### config.mk
export PLATFORM = sky130hd
export DESIGN_NAME = si53xx_config_sequencer_flat
export DESIGN_NICKNAME = d
export VERILOG_FILES = /design/src/rtl/si53xx_config_sequencer_if.sv /design/src/rtl/si53xx_config_sequencer.sv /design/src/flat_wrapper.sv
export SDC_FILE = /design/constraint.sdc
export NUM_CORES = 1
export LEC_CHECK = 0
export BUFFER_PORTS_ARGS = -buffer_cell sky130_fd_sc_hd__clkbuf_2
export CAP_MARGIN = 20
export CORE_AREA = 2 2 130 132
export CTS_BUF_LIST = sky130_fd_sc_hd__clkbuf_8
export DETAILED_ROUTE_END_ITERATION = 10
export DIE_AREA = 0 0 132 134
export MAX_ROUTING_LAYER = met4
export PLACE_DENSITY_LB_ADDON = 0.1
export SYNTH_ARGS = -nofsm -noshare
export SYNTH_HDL_FRONTEND = slang
export SYNTH_SLANG_ARGS = --single-unit
### constraint.sdc
create_clock -name clk -period 9 [get_ports clk]
set_input_delay 1.35 -clock clk [delete_from_list [all_inputs] [get_ports clk]]
set_output_delay 1.35 -clock clk [all_outputs]
set_load 0.1 [all_outputs]
### src/rtl/si53xx_config_sequencer_if.sv
// Request/done command channel between the config sequencer and the SPI interface.
interface si53xx_config_sequencer_if;
    logic       spi_write;
    logic       spi_read;
    logic [7:0] spi_addr;
    logic [7:0] spi_wdata;
    logic [7:0] spi_rdata;
    logic       spi_done;

    modport master (
        output spi_write, spi_read, spi_addr, spi_wdata,
        input  spi_rdata, spi_done
    );

    modport slave (
        input  spi_write, spi_read, spi_addr, spi_wdata,
        output spi_rdata, spi_done
    );
endinterface

### src/rtl/si53xx_config_sequencer.sv
// Walks a register-map ROM issuing SPI writes, honours delay/end markers,
// then polls the PLL status register until lock or a retry limit.
module si53xx_config_sequencer #(
    parameter int unsigned ROM_AW      = 10,
    parameter int unsigned CLKS_PER_MS = 100000,
    parameter logic [7:0]  STATUS_ADDR = 8'h0E,
    parameter logic [7:0]  STATUS_MASK = 8'h0A,
    parameter int unsigned POLL_GAP_MS = 10,
    parameter int unsigned POLL_MAX    = 100
) (
    input  logic                      clk,
    input  logic                      reset,
    input  logic                      start,
    output logic [ROM_AW-1:0]         rom_addr,
    input  logic [15:0]               rom_data,
    si53xx_config_sequencer_if.master spi,
    output logic                      busy,
    output logic                      done,
    output logic                      error,
    output logic [7:0]                poll_count
);
    localparam logic [7:0]  DELAY_MARK = 8'hFE;
    localparam logic [7:0]  END_MARK   = 8'hFF;
    localparam logic [7:0]  PAGE_ADDR  = 8'h01;
    localparam logic [31:0] GAP_CYCLES = 32'(POLL_GAP_MS * CLKS_PER_MS);

    typedef enum logic [3:0] {
        S_IDLE, S_FETCH, S_DECODE, S_WAIT_WR, S_DELAY, S_NEXT, S_POLL_PG,
        S_WAIT_PG, S_POLL_RD, S_WAIT_RD, S_POLL_GAP, S_DONE, S_ERR
    } state_t;

    state_t      state;
    logic [31:0] delay_cnt;
    logic [31:0] reads;

    always_ff @(posedge clk) begin
        if (reset) begin
            state         <= S_IDLE;
            rom_addr      <= '0;
            spi.spi_write <= 1'b0;
            spi.spi_read  <= 1'b0;
            spi.spi_addr  <= '0;
            spi.spi_wdata <= '0;
            busy          <= 1'b0;
            done          <= 1'b0;
            error         <= 1'b0;
            poll_count    <= '0;
            delay_cnt     <= '0;
            reads         <= '0;
        end else begin
            spi.spi_write <= 1'b0;
            spi.spi_read  <= 1'b0;
            case (state)
                S_IDLE, S_DONE, S_ERR: begin
                    if (start) begin
                        done       <= 1'b0;
                        error      <= 1'b0;
                        poll_count <= '0;
                        reads      <= '0;
                        rom_addr   <= '0;
                        busy       <= 1'b1;
                        state      <= S_FETCH;
                    end
                end
                S_FETCH: state <= S_DECODE;
                S_DECODE: begin
                    case (rom_data[15:8])
                        END_MARK: state <= S_POLL_PG;
                        DELAY_MARK: begin
                            // Zero-length delay skips the DELAY state entirely.
                            if (rom_data[7:0] == 8'd0) begin
                                state <= S_NEXT;
                            end else begin
                                delay_cnt <= 32'(rom_data[7:0]) * CLKS_PER_MS;
                                state     <= S_DELAY;
                            end
                        end
                        default: begin
                            spi.spi_addr  <= rom_data[15:8];
                            spi.spi_wdata <= rom_data[7:0];
                            spi.spi_write <= 1'b1;
                            state         <= S_WAIT_WR;
                        end
                    endcase
                end
                S_WAIT_WR: if (spi.spi_done) state <= S_NEXT;
                S_DELAY: begin
                    if (delay_cnt <= 32'd1) state <= S_NEXT;
                    else delay_cnt <= delay_cnt - 32'd1;
                end
                S_NEXT: begin
                    if (rom_addr == '1) begin
                        error <= 1'b1;
                        busy  <= 1'b0;
                        state <= S_ERR;
                    end else begin
                        rom_addr <= rom_addr + ROM_AW'(1);
                        state    <= S_FETCH;
                    end
                end
                S_POLL_PG: begin
                    spi.spi_addr  <= PAGE_ADDR;
                    spi.spi_wdata <= 8'h00;
                    spi.spi_write <= 1'b1;
                    state         <= S_WAIT_PG;
                end
                S_WAIT_PG: if (spi.spi_done) state <= S_POLL_RD;
                S_POLL_RD: begin
                    spi.spi_addr <= STATUS_ADDR;
                    spi.spi_read <= 1'b1;
                    reads        <= reads + 32'd1;
                    if (poll_count != 8'hFF) poll_count <= poll_count + 8'd1;
                    state        <= S_WAIT_RD;
                end
                S_WAIT_RD: begin
                    if (spi.spi_done) begin
                        if ((spi.spi_rdata & STATUS_MASK) == 8'h00) begin
                            done  <= 1'b1;
                            busy  <= 1'b0;
                            state <= S_DONE;
                        end else if (reads >= POLL_MAX) begin
                            error <= 1'b1;
                            busy  <= 1'b0;
                            state <= S_ERR;
                        end else if (GAP_CYCLES == 32'd0) begin
                            state <= S_POLL_RD;
                        end else begin
                            delay_cnt <= GAP_CYCLES;
                            state     <= S_POLL_GAP;
                        end
                    end
                end
                S_POLL_GAP: begin
                    if (delay_cnt <= 32'd1) state <= S_POLL_RD;
                    else delay_cnt <= delay_cnt - 32'd1;
                end
                default: state <= S_IDLE;
            endcase
        end
    end
endmodule
### src/flat_wrapper.sv
// flat-port wrapper written by rule: the top's interface ports become plain ports
module si53xx_config_sequencer_flat 
#(
    parameter int unsigned ROM_AW      = 10,
    parameter int unsigned CLKS_PER_MS = 100000,
    parameter logic [7:0]  STATUS_ADDR = 8'h0E,
    parameter logic [7:0]  STATUS_MASK = 8'h0A,
    parameter int unsigned POLL_GAP_MS = 10,
    parameter int unsigned POLL_MAX    = 100
)
  (clk, reset, start, rom_addr, rom_data, busy, done, error, poll_count, spi_spi_write, spi_spi_read, spi_spi_addr, spi_spi_wdata, spi_spi_rdata, spi_spi_done);
  si53xx_config_sequencer_if spi_i ();
  input  logic clk;
  input  logic reset;
  input  logic start;
  output logic [ROM_AW-1:0] rom_addr;
  input  logic [15:0] rom_data;
  output logic busy;
  output logic done;
  output logic error;
  output logic [7:0] poll_count;
  output wire logic [$bits(spi_i.spi_write)-1:0] spi_spi_write;
  output wire logic [$bits(spi_i.spi_read)-1:0] spi_spi_read;
  output wire logic [$bits(spi_i.spi_addr)-1:0] spi_spi_addr;
  output wire logic [$bits(spi_i.spi_wdata)-1:0] spi_spi_wdata;
  input wire logic [$bits(spi_i.spi_rdata)-1:0] spi_spi_rdata;
  input wire logic [$bits(spi_i.spi_done)-1:0] spi_spi_done;
  assign spi_spi_write = spi_i.spi_write;
  assign spi_spi_read = spi_i.spi_read;
  assign spi_spi_addr = spi_i.spi_addr;
  assign spi_spi_wdata = spi_i.spi_wdata;
  assign spi_i.spi_rdata = spi_spi_rdata;
  assign spi_i.spi_done = spi_spi_done;
  si53xx_config_sequencer #(.ROM_AW(ROM_AW), .CLKS_PER_MS(CLKS_PER_MS), .STATUS_ADDR(STATUS_ADDR), .STATUS_MASK(STATUS_MASK), .POLL_GAP_MS(POLL_GAP_MS), .POLL_MAX(POLL_MAX)) u_core (.clk(clk), .reset(reset), .start(start), .rom_addr(rom_addr), .rom_data(rom_data), .spi(spi_i), .busy(busy), .done(done), .error(error), .poll_count(poll_count));
endmodule
# Word level (Yosys, flattened, before mapping)
# Cells that the tools add are included.
op_classes:
  addsub: 4
  mul: 1
  n_reduce_logical: 23
  magnitude_cmp: 2
  muxes: 49
  eq_ne: 34
op_table:
  columns: ["operator", "n"]
  rows:
  - ["two-way mux 32 bit", 7]
  - ["one-hot mux 32 bit (3 select lines)", 1]
  - ["one-hot mux 32 bit (2 select lines)", 1]
  - ["one-hot mux 4 bit (11 select lines)", 1]
  - ["adder 32 x 1 -> 32 bit, second input constant", 1]
  - ["greater-or-equal comparator 32 x 7 -> 1 bit, second input constant", 1]
  - ["less-or-equal comparator 32 x 1 -> 1 bit, second input constant", 1]
  - ["two-way mux 4 bit", 8]
  - ["two-way mux 8 bit", 4]
  - ["one-hot mux 8 bit (2 select lines)", 2]
  - ["subtractor 32 x 1 -> 32 bit, second input constant", 1]
  - ["one-hot mux 8 bit (3 select lines)", 1]
  - ["equality test 4 bit, second input constant", 5]
  - ["multiplier 8 x 12 -> 20 bit, second input constant", 1]
  - ["two-way mux 10 bit", 2]
  - ["!= test 2 bit, second input constant", 10]
  - ["one-hot mux 10 bit (2 select lines)", 1]
  - ["equality test 4 x 3 -> 1 bit, second input constant", 4]
  - ["equality test 8 bit, second input constant", 2]
  - ["zero test 8 bit", 2]
  - ["two-way mux 1 bit", 15]
  - ["!= test 2 x 1 -> 1 bit, second input constant", 7]
  - ["AND reduction 6 bit", 2]
  - ["adder 10 x 1 -> 10 bit, second input constant", 1]
  - ["other kinds (20)", 32]
totals:
  wordCells: 125
  ff_bits: 107
  out_inout_bits: 39

# Longest topological paths before layout
logic_depth:
  ltp_word: 5
  depth_mapped: 14
  ltp_nobuf: 14

# Least setup slack after synthesis
# No wires, ideal clock.
synth_path:
  kind: "input port to flip-flop"
  start: "input port rom_data[2]"
  end: "register u_core.delay_cnt[21]"
  setup_slack_ns: 4.277
  cell_stages: 14
  t_arrival_ns: 4.661
  path_cell_list: "ha_1 -> ha_1 -> inv_1 -> fa_1 -> inv_1 -> fa_1 -> ha_1 -> nand2b_1 -> a21oi_1 -> nor3_1 -> o31ai_1 -> a211oi_1 -> or4_1 -> nand3_1"
synth_via:
  elab_chain_len: 4
  word_cells_on_any_way: 7
synth_lines:
  columns: ["item", "line", "rtl"]
  rows:
  - ["from (decl)", "flat_wrapper.sv:17", "input logic [15:0] rom_data;"]
  - ["multiplier 8 x 12 -> 20 bit", "si53xx_config_sequencer.sv:74", "delay_cnt <= 32'(rom_data[7:0]) * CLKS_PER_MS;"]
  - ["two-way mux 32 bit", "si53xx_config_sequencer.sv:71", "if (rom_data[7:0] == 8'd0) begin"]
  - ["two-way mux 32 bit", "si53xx_config_sequencer.sv:67", "case (rom_data[15:8])"]
  - ["one-hot mux 32 bit (3 select lines)", "si53xx_config_sequencer.sv:53", "case (state)"]
  - ["to (signal assigned)", "si53xx_config_sequencer.sv:74", null]
  - ["to (signal assigned)", "si53xx_config_sequencer.sv:89", "else delay_cnt <= delay_cnt - 32'd1;"]
  - ["to (signal assigned)", "si53xx_config_sequencer.sv:135", "else delay_cnt <= delay_cnt - 32'd1;"]
  - ["to (decl)", "si53xx_config_sequencer.sv:33", "logic [31:0] delay_cnt;"]
# Several ways; a longest one is shown, not always the timed one. The select of a mux whose other input is x is not followed.
# A chain may end at the register's enable or synchronous reset.

# Final worst setup path
# Same ends and word-level chain as after synthesis.

==> impl_summary.log <==
[metrics] most frequent cells in the layout: nor2_1, dfxtp_1, nand2_1
[metrics] number of hold buffers added after CTS: 0
[metrics] Crit Path Max Fanout: 6
[metrics] vias per cell: around 5.6
[metrics] post-synthesis sequential area ratio: 0.298
[metrics] Yosys warning count: 0
[metrics] cells after synthesis: 892
[metrics] root cell of the clock tree: clkbuf_8
[metrics] leakage power figure: approximately 3.1 nW
[metrics] GRT Util Overall: 0.208
[metrics] Max Transition Viols Final: 0
[metrics] die height: 134 um
[metrics] detailed-routing iteration count for the pre-antenna-repair pass: 4
[metrics] average wire per standard cell: 15.2 um
[metrics] post-synthesis async set-or-reset flop share: 0
[metrics] reg-to-reg startpoint: u_core.state[2]
[metrics] Crit path arrival time: 5.20 ns
[metrics] maximum buffer depth of the clock tree: 2
[metrics] # rows: 47
[metrics] total clock buffers created by CTS: 9
[metrics] Worst VDD drop: between 100 and 150 uV
[metrics] setup clock skew after layout: 0.0117 ns
[metrics] initial detailed-routing violation count: 422
[metrics] overflow left after global routing: 0
[metrics] Resized cells post-CTS: 0
[metrics] clock-pin slew reported for the worst setup and hold paths after clock tree synthesis: 0.11 ns
[metrics] synthesized-area fraction occupied by ao, oa, aoi and oai cells: 0.189
[metrics] P&R area growth vs syn: 8.98%
[metrics] count of H-tree levels built during CTS: 3
[metrics] first-pass GRT wire length: 29500 um
[metrics] Slew headroom: 0.380
[metrics] start point of the critical path: rom_data[2]
[metrics] diode insertion count for antenna repair: 0
[metrics] fraction of layout cells with a size suffix above 1: 0.122
[metrics] number of synthesized flops with an enable pin: 0
[metrics] origin of the worst min-delay path: u_core.spi.spi_wdata[2]
[metrics] result of the run: finished, final reports clean
[metrics] simple-gate share of the synthesized area: 0.256
[metrics] element type at the critical path start: primary input
[metrics] placed wire-length estimate: about 12000 um
[metrics] final hold violation count: 0
[metrics] total of max-cap violations: 0
[metrics] accumulated negative setup slack: 0 ns
[metrics] TritonCTS clock tree: yes
[metrics] largest cells by area after synthesis: dfxtp_1, ha_1, nor2_1, nand2_1, a21oi_1
[metrics] post-synthesis share of cell area spent on xor and xnor gates: 0.0536
[metrics] DRC violations left: 0
[metrics] clock sink total: approximately 110
[metrics] top achievable clock speed: 0.206 GHz
[metrics] net total in the final layout: about 1000
[metrics] largest net degree at the start of global routing: 65
[metrics] via count of the first global-routing pass: 5878
[metrics] initial core utilization: 0.442
[metrics] total I/O pin count: between 60 and 70
[metrics] share of the synthesized area in the top cell type: 0.298
[metrics] Final Cycle Share: 0.540
[metrics] Power per Cell Area: 297 nW/um^2
[metrics] worst-skew pair later-pin latency: 0.39 ns
[metrics] number of synthesized register bits: 107
[metrics] classification of the worst setup path: in -> reg
[metrics] Core Footprint: between 15000 and 20000 sq um
[metrics] number of nets with antenna violations after routing: 0
[metrics] combinational family with the most area after synthesis: simple AND/OR/NAND/NOR gates
[metrics] vias: 6414
[metrics] worst min-delay path class: reg -> reg
[metrics] net count of the mapped netlist: 995
[metrics] routability cong.: 0.798
[metrics] endpoint required time on the critical path: 9.34 ns
[metrics] RSZ-0062 raised after global routing: no
[metrics] dominant synthesized flop cell: dfxtp_1
[metrics] top cell type by total area after synthesis: dfxtp_1
[metrics] final setup vio count: 0
[metrics] post-synthesis cell type count: 76
[metrics] commonest non-fill, non-tap cell in the layout: nor2_1
[metrics] number of antenna violations at the first check in global routing: 0
[metrics] Die ar.: 17700 sq um
[metrics] Worst Max-Slew Pin Slew: 0.930 ns
[metrics] min cycle time layout: 4.86 ns
[metrics] mean instance size in the synthesized netlist: 8.06 sq um
[metrics] Port Buf Inserts: 60
[metrics] post-synthesis cell area: 7190 sq um
[metrics] count of filler cells inserted in the layout: about 1700
[metrics] Die W: ~130 um
[metrics] Setup crit end kind: flop
[metrics] multiplexer fraction of the synthesized cell area: 0.0167
[metrics] post-synthesis share of cell area spent on full adders, half adders and majority gates: 0.143
[metrics] buffers inserted during post-CTS setup optimization: 0
[metrics] Detailed Route WL: 17500 um
[metrics] utilization after layout: 0.481
==> path summary, 6_finish.rpt <==
check        cells past startpoint                      end  slack, ns
max                             15     u_core.delay_cnt[21]       4.14
min                              2  u_core.spi.spi_wdata[2]       0.47
max reg2reg                      7     u_core.delay_cnt[22]       5.34
min reg2reg                      2  u_core.spi.spi_wdata[2]       0.47
==> registers in the layout, summed over array words and instances (netlist names) <==
name                  cells
u_core.spi.spi_addr       8
u_core.spi.spi_write      1
u_core.poll_count         8
u_core.delay_cnt         32
u_core.busy               1
u_core.rom_addr          10
u_core.state              4
u_core.spi.spi_read       1
u_core.spi.spi_wdata      8
u_core.reads             32
u_core.done               1
u_core.error              1
==> per-stage QoR <==
| stage | setup slack (ns) | hold slack, ns | cell area [sq um] | cells | power [mW] |
|---|---|---|---|---|---|
| after floorplan | 4.28 | 0.453 | 7190 | 892 | 1.75 |
| after global placement | 3.74 | 0.448 | 7650 | 1138 | 2.03 |
| after detailed placement | 3.73 | 0.452 | 7650 | 1138 | 2.03 |
| after CTS | 4.17 | 0.468 | 7840 | 1154 | 2.34 |
| after global routing | 3.88 | 0.500 | 7840 | 1154 | 2.54 |
| final | 4.14 | 0.467 | 7840 | 1154 | 2.33 |
==> where the power goes <==
group	internal [mW]	leakage [nW]	switching, mW
logic	0.480	2.14	0.905
registers	0.551	0.866	0.0907
clock network	0.113	0.0918	0.189
total	1.14	3.10	1.19
==> cell families (layout without fill, tap and decap cells) <==
family	after synthesis	count (layout)
simple gates	370	370
compound gates	207	207
flops	107	107
buf+inv	78	120
fa+ha+maj	75	75
xor+xnor	44	44
mux	11	11
==> area by class of cell <==
cell class | instances | area, sq um | share of cell area
multi-input cells | 707 | 4740 | 0.604
flip-flops and latches | 107 | 2140 | 0.273
well taps | 220 | 275 | 0.0351
clock buffers | 10 | 138 | 0.0176
repair buffers | 68 | 360 | 0.0460
clock inverters | 6 | 52.6 | 0.00670
inverters | 36 | 135 | 0.0172
==> critical path, stage by stage <==
cell	delay [ns]
clkbuf_2	0.16
ha_1	0.35
ha_1	0.28
inv_1	0.05
fa_1	0.49
inv_1	0.05
fa_1	0.47
ha_1	0.37
nand2b_1	0.09
a21oi_1	0.21
nor3_1	0.10
o31ai_1	0.46
a211oi_1	0.17
or4_1	0.50
nand3_1	0.09
==> synth_stat cells (8+ instances only) <==
master	count
nand2b_1	12
xnor2_1	16
fa_1	12
o211ai_1	9
o21ai_0	47
dfxtp_1	107
mux2_2	8
nand2_1	83
a21oi_1	59
clkbuf_1	32
or3_1	8
nand4_1	16
a31oi_1	11
inv_1	36
and3_1	13
nor4_1	16
ha_1	63
nand3_1	31
nor2_1	113
nor3_1	31
a211oi_1	9
xor2_1	28
==> per-layer routing <==
layer,wire length (um),vias up,GRT usage
met5,0,-,-
met4,141,0,0.0562
met3,611,9,0.0268
met2,7150,118,0.288
met1,9620,2990,0.314
li1,-,3297,-
Note: power is estimated with default switching activity, not from simulation.
